$ cat config.mk
export PLATFORM = sky130hd
export DESIGN_NAME = fetch_if_id_stage
export DESIGN_NICKNAME = d
export VERILOG_FILES = /design/src/rtl/ctrl_pkg.sv /design/src/rtl/if_skid_buffer.sv /design/src/rtl/fetch_if_id_stage.sv
export SDC_FILE = /design/constraint.sdc
export NUM_CORES = 1
export LEC_CHECK = 0
export CAP_MARGIN = 20
export CORE_ASPECT_RATIO = 1.4
export CORE_MARGIN = 3
export CORE_UTILIZATION = 47
export DETAILED_ROUTE_END_ITERATION = 12
export DONT_BUFFER_PORTS = 1
export PLACE_DENSITY = 0.65
export SLEW_MARGIN = 30
export SYNTH_ARGS = -nofsm -noshare
export SYNTH_HDL_FRONTEND = slang
export SYNTH_SLANG_ARGS = --single-unit
$ cat constraint.sdc
create_clock -name clk -period 4.1 [get_ports clk]
set_input_delay 0.615 -clock clk [delete_from_list [all_inputs] [get_ports clk]]
set_output_delay 0.615 -clock clk [all_outputs]
set_load 0.02 [all_outputs]
$ cat src/rtl/ctrl_pkg.sv
// Shared fetch-side types and defaults for the hazard-controlled fetch stage.
package ctrl_pkg;

    localparam int unsigned CTRL_PC_WIDTH   = 32;
    localparam int unsigned CTRL_INST_WIDTH = 32;

    localparam logic [CTRL_PC_WIDTH-1:0] CTRL_RESET_PC = '0;
    localparam logic [CTRL_PC_WIDTH-1:0] CTRL_PC_INC   = 32'd4;

    typedef struct packed {
        logic [CTRL_PC_WIDTH-1:0]   pc;
        logic [CTRL_INST_WIDTH-1:0] inst;
    } fetch_entry_t;

endpackage

$ cat src/rtl/if_skid_buffer.sv
// One-entry holding register that catches a returning fetch while the pipe is stalled.
module if_skid_buffer
    import ctrl_pkg::*;
#(
    parameter type entry_t = fetch_entry_t
) (
    input  logic   clk,
    input  logic   rst_n,
    input  logic   load,
    input  logic   drain,
    input  logic   clear,
    input  entry_t din,
    output logic   valid,
    output entry_t dout
);

    always_ff @(posedge clk or negedge rst_n) begin
        if (!rst_n) begin
            valid <= 1'b0;
            dout  <= '0;
        end else if (clear) begin
            valid <= 1'b0;
        end else if (load) begin
            valid <= 1'b1;
            dout  <= din;
        end else if (drain) begin
            valid <= 1'b0;
        end
    end

endmodule

$ cat src/rtl/fetch_if_id_stage.sv
// Fetch stage: PC register, synchronous instruction-memory request tracking and IF/ID register.
module fetch_if_id_stage
    import ctrl_pkg::*;
#(
    parameter int unsigned          PC_WIDTH   = CTRL_PC_WIDTH,
    parameter int unsigned          INST_WIDTH = CTRL_INST_WIDTH,
    parameter logic [PC_WIDTH-1:0]  RESET_PC   = PC_WIDTH'(CTRL_RESET_PC),
    parameter logic [PC_WIDTH-1:0]  PC_INC     = PC_WIDTH'(CTRL_PC_INC)
) (
    input  logic                  clk,
    input  logic                  rst_n,
    input  logic                  inst_rd_en,
    input  logic                  stall,
    input  logic                  general_flush,
    input  logic                  select_new_pc,
    input  logic [PC_WIDTH-1:0]   new_pc,
    output logic                  inst_mem_rd_en,
    output logic [PC_WIDTH-1:0]   inst_mem_addr,
    input  logic [INST_WIDTH-1:0] inst_mem_data,
    output logic                  if_id_valid,
    output logic [PC_WIDTH-1:0]   if_id_pc,
    output logic [INST_WIDTH-1:0] if_id_inst,
    output logic                  pc_misalign
);

    typedef struct packed {
        logic [PC_WIDTH-1:0]   pc;
        logic [INST_WIDTH-1:0] inst;
    } entry_t;

    logic [PC_WIDTH-1:0] pc_q;
    logic [PC_WIDTH-1:0] req_pc;
    logic                req_vld;
    logic                skid_vld;
    entry_t              skid_entry;
    entry_t              resp_entry;
    logic                kill;
    logic                issue;

    assign kill           = select_new_pc | general_flush;
    assign issue          = inst_rd_en & ~stall & ~select_new_pc;
    assign inst_mem_rd_en = issue & rst_n;
    assign inst_mem_addr  = pc_q;

    always_comb begin
        resp_entry      = '0;
        resp_entry.pc   = req_pc;
        resp_entry.inst = inst_mem_data;
    end

    // Stall blocks issue, so at most one response can be outstanding when the skid loads.
    if_skid_buffer #(
        .entry_t (entry_t)
    ) u_skid (
        .clk   (clk),
        .rst_n (rst_n),
        .load  (~kill & stall & req_vld),
        .drain (~kill & ~stall & skid_vld),
        .clear (kill),
        .din   (resp_entry),
        .valid (skid_vld),
        .dout  (skid_entry)
    );

    always_ff @(posedge clk or negedge rst_n) begin
        if (!rst_n) begin
            pc_q        <= RESET_PC;
            req_vld     <= 1'b0;
            req_pc      <= '0;
            if_id_valid <= 1'b0;
            if_id_pc    <= '0;
            if_id_inst  <= '0;
            pc_misalign <= 1'b0;
        end else begin
            if (issue) begin
                pc_q   <= pc_q + PC_INC;
                req_pc <= pc_q;
            end
            req_vld <= issue & ~kill;

            if (kill) begin
                if_id_valid <= 1'b0;
                if (select_new_pc) begin
                    pc_q        <= new_pc;
                    pc_misalign <= pc_misalign | (new_pc[1:0] != 2'b00);
                end
            end else if (!stall) begin
                if (skid_vld) begin
                    if_id_valid <= 1'b1;
                    if_id_pc    <= skid_entry.pc;
                    if_id_inst  <= skid_entry.inst;
                end else begin
                    if_id_valid <= req_vld;
                    if_id_pc    <= resp_entry.pc;
                    if_id_inst  <= resp_entry.inst;
                end
            end
        end
    end

endmodule

==> Flow_metrics.wiki <==
{| class="wikitable"
! Metric !! Value
|-
| Largest fanout on the critical path || 18
|-
| Global-route met1 utilization || 22.97%
|-
| Num CTS Buffers || 17
|-
| WL final || 17340 µm
|-
| Leading cell types in the layout, fill and taps excluded || 195 x sky130_fd_sc_hd__dfrtp_1, 98 x sky130_fd_sc_hd__mux2_2, 85 x sky130_fd_sc_hd__nor2_1, 66 x sky130_fd_sc_hd__a21oi_1, 65 x sky130_fd_sc_hd__mux2i_1
|-
| Most common library cell in the layout ignoring fill and taps || sky130_fd_sc_hd__dfrtp_1
|-
| Area delta synth->final || 9.951%
|-
| Remaining design rule violation count || 0
|-
| Total Routing Usage GR || 18.07%
|-
| Total instance count after detailed placement || 899
|-
| Average wire per cell in the routed design || 18.62 µm
|-
| Number of H-tree branching levels || 4
|-
| Core area || 0.01747 mm²
|-
| CTS tree || yes
|-
| Fraction of layout cells with a size suffix above 1 || 20.29%
|-
| Area taken by multi-input logic gates || 0.003319 mm²
|-
| Vias in the first global route || 5299
|-
| RSZ-0062 raised after global routing || false
|-
| Wire length of the first global-routing pass || 28170 µm
|-
| Post-Route Skew || 0.004602 ns
|-
| Effective utilization at floorplan || 48.14%
|-
| Residual overflow from global routing || 0
|-
| Vertical extent of the die || 164.3 µm
|-
| Power density relative to cell area || 523.9 mW/mm²
|-
| Number of buffers between clock root and the deepest sink || 2
|-
| Site row count || 57
|-
| Most instantiated flip-flop cell in the synthesis netlist || sky130_fd_sc_hd__dfrtp_1
|-
| Count of input and output buffers || 0
|-
| Result of the run || finished, violations left
|-
| Sequential fraction of the synthesis area || 58.31%
|-
| EDFF count, synth || 0
|-
| Clock net sink count || 196
|-
| CP required || 4.44 ns
|-
| Worst ir drop on vdd || 0.0002680 V
|-
| Total via count in the routed design || 5257
|-
| Kind of critical path || register to register
|-
| GRT met2 Usage || 29.97%
|-
| Max-slew headroom at the worst pin || 41.50%
|-
| Kind of capture point of the worst setup path || register
|-
| Worst Hold Class || input port to asynchronous set/reset pin
|-
| Highest achievable clock rate || 409.8 MHz
|-
| Worst Hold Margin || -0.1133 ns
|-
| Number of antenna violations at the first check in global routing || 0
|-
| Syn avg cell area || 11.95 µm²
|-
| Data arrival time at the worst-slack endpoint || 2.78 ns
|-
| Final RePlAce weighted congestion || 0.7819
|-
| Clk root buf || sky130_fd_sc_hd__clkbuf_16
|-
| Gates resized, CTS repair || 0
|-
| Post-detailed-route via-to-cell ratio || 5.647
|-
| Number of slew-limit violations in the final report || 0
|-
| Number of DRC markers after the initial detailed-route iteration || 207
|-
| Source-to-sink clock delay at the later pin of the worst-skew pair || 0.42 ns
|-
| Number of antenna-violating nets in the routed design || 0
|-
| Top-level I/O count || 169
|-
| Clock-pin slew on the worst setup and hold paths || 0.07 ns
|-
| Post-synth ARST share || 100.0%
|-
| Violations in the final reports || negative hold slack
|-
| Post-layout minimum cycle time || 2.440 ns
|-
| Fin Setup TNS || 0 ns
|-
| Cell Count, Final, Fillers Out || 931
|-
| Most used routing layer || met2
|-
| Share of the clock period used by the worst path || 59.52%
|-
| Maximum Capacitance Violations || 0
|-
| Detailed placement HPWL || 11850 µm
|-
| Die Width || 119.1 µm
|-
| Final worst-path setup slack || 1.660 ns
|-
| Slew @ Worst Pin || 0.8776 ns
|-
| Largest net degree at the start of global routing || 198
|-
| Critical path launch point type || register
|-
| Total Die Area || 0.01956 mm²
|-
| Static Leakage || 0.003733 µW
|-
| Count of distinct cell types in the synthesized netlist || 36
|-
| Hold Violations, Final || 196
|-
| Count of final setup violators || 0
|-
| Syn nets || 775
|-
| Antenna diode count || 0
|-
| Post-Place Worst Slack || 1.655 ns
|-
| Mapped Cells || 704
|-
| Register area || 0.004908 mm²
|-
| Met3 Track Usage GR || 4.960%
|-
| Count of warnings emitted by yosys || 0
|-
| Final net count || 754
|-
| Detailed Routing Iterations Pass 1 || 4
|-
| Fill cell instance count of the final layout || 1524
|-
| Summed instance area of the synthesized netlist || 0.008412 mm²
|-
| Setup repair bufs after CTS || 0
|-
| Number of storage elements in the synthesis netlist || 196
|}
-- path summary, 6_finish.rpt --
| check | from | to | slack [ns] | cells after the start |
|---|---|---|---|---|
| worst max-delay path | inst_mem_addr[2]$_DFF_PN0_ | inst_mem_addr[16]$_DFF_PN0_ | 1.66 | 5 |
| worst min-delay path | rst_n | if_id_inst[26]$_DFFE_PN0N_ | -0.11 | 0 |
| worst max register to register | inst_mem_addr[2]$_DFF_PN0_ | inst_mem_addr[16]$_DFF_PN0_ | 1.66 | 5 |
| worst min register to register | u_skid.dout[38]$_DFFE_PN0P_ | u_skid.dout[38]$_DFFE_PN0P_ | 0.51 | 1 |
| max in group asynchronous | rst_n | u_skid.valid$_DFFE_PN0P_ | 3.82 | 0 |
| min in group clk | general_flush | if_id_valid$_DFFE_PN0P_ | 0.26 | 1 |
-- critical path, stage by stage (launching register included) --
cell	delay [ns]
sky130_fd_sc_hd__dfrtp_1	0.56
sky130_fd_sc_hd__ha_1	0.27
sky130_fd_sc_hd__nand4b_1	0.17
sky130_fd_sc_hd__or3_1	0.58
sky130_fd_sc_hd__or4_1	0.58
sky130_fd_sc_hd__a31oi_1	0.19
-- Yosys cell counts (4+ instances only) --
| library cell | n | area, µm² |
|---|---|---|
| sky130_fd_sc_hd__a21oi_1 | 66 | 330.3 |
| sky130_fd_sc_hd__a31oi_1 | 16 | 100.1 |
| sky130_fd_sc_hd__and3_1 | 4 | 25.02 |
| sky130_fd_sc_hd__buf_1 | 5 | 18.77 |
| sky130_fd_sc_hd__clkbuf_1 | 38 | 142.6 |
| sky130_fd_sc_hd__dfrtp_1 | 196 | 4905 |
| sky130_fd_sc_hd__inv_1 | 5 | 18.77 |
| sky130_fd_sc_hd__mux2_2 | 98 | 1104 |
| sky130_fd_sc_hd__mux2i_1 | 65 | 650.6 |
| sky130_fd_sc_hd__nand2_1 | 24 | 90.09 |
| sky130_fd_sc_hd__nand3_1 | 9 | 45.04 |
| sky130_fd_sc_hd__nand4_1 | 6 | 37.54 |
| sky130_fd_sc_hd__nor2_1 | 86 | 322.8 |
| sky130_fd_sc_hd__nor3_1 | 5 | 25.02 |
| sky130_fd_sc_hd__o21ai_0 | 14 | 70.07 |
| sky130_fd_sc_hd__o31ai_1 | 13 | 97.59 |
| sky130_fd_sc_hd__or3_1 | 7 | 43.79 |
| sky130_fd_sc_hd__or4_1 | 16 | 120.1 |
| sky130_fd_sc_hd__xnor2_1 | 5 | 43.79 |
| sky130_fd_sc_hd__xor2_1 | 4 | 35.03 |
-- cell families (layout without fill, tap and decap cells) --
family	after synthesis	count (layout)	synth area share, %
fa+ha+maj	1	1	0.1487
simple gates	170	170	9.772
buf+inv	51	42	2.395
xor+xnor	9	9	0.9370
flops	196	196	58.31
compound gates	114	114	7.586
mux	163	163	20.85
-- cell type report --
cell class / instances / share of cell area, %
inverters: 5 / 0.2029
well taps: 236 / 3.193
multi-input cells: 457 / 35.89
clock inverters: 12 / 1.664
repair buffers: 6 / 1.190
flip-flops and latches: 196 / 53.07
clock buffers: 19 / 4.789
-- flip-flops by register name (all words and copies together), names as in the netlist --
register / flops
req_vld: 1
if_id_pc: 32
pc_misalign: 1
inst_mem_addr: 32
if_id_inst: 32
if_id_valid: 1
u_skid.valid: 1
u_skid.dout: 64
req_pc: 32
-- where the power goes --
group / switching (µW) / internal [µW]
Sequential: 468 / 2250
Combinational: 189 / 255
Clock: 705 / 974
-- per-stage QoR --
step	utilization (%)	total power, µW	instance area, µm²
2_1_floorplan	-	3047	8412
3_5_place_dp	49.36	3214	8625
6_report	52.93	4845	9249
3_3_place_gp	49.09	3177	8577
5_1_grt	52.93	5082	9249
4_1_cts	52.77	4914	9221
-- per-layer routing --
layer	vias up	part of all wire (%)
met4	0	1.5
li1	2483	-
met1	2607	43
met5	-	0
met2	147	50
met3	20	5.8
Note: power is estimated with default switching activity, not from simulation.
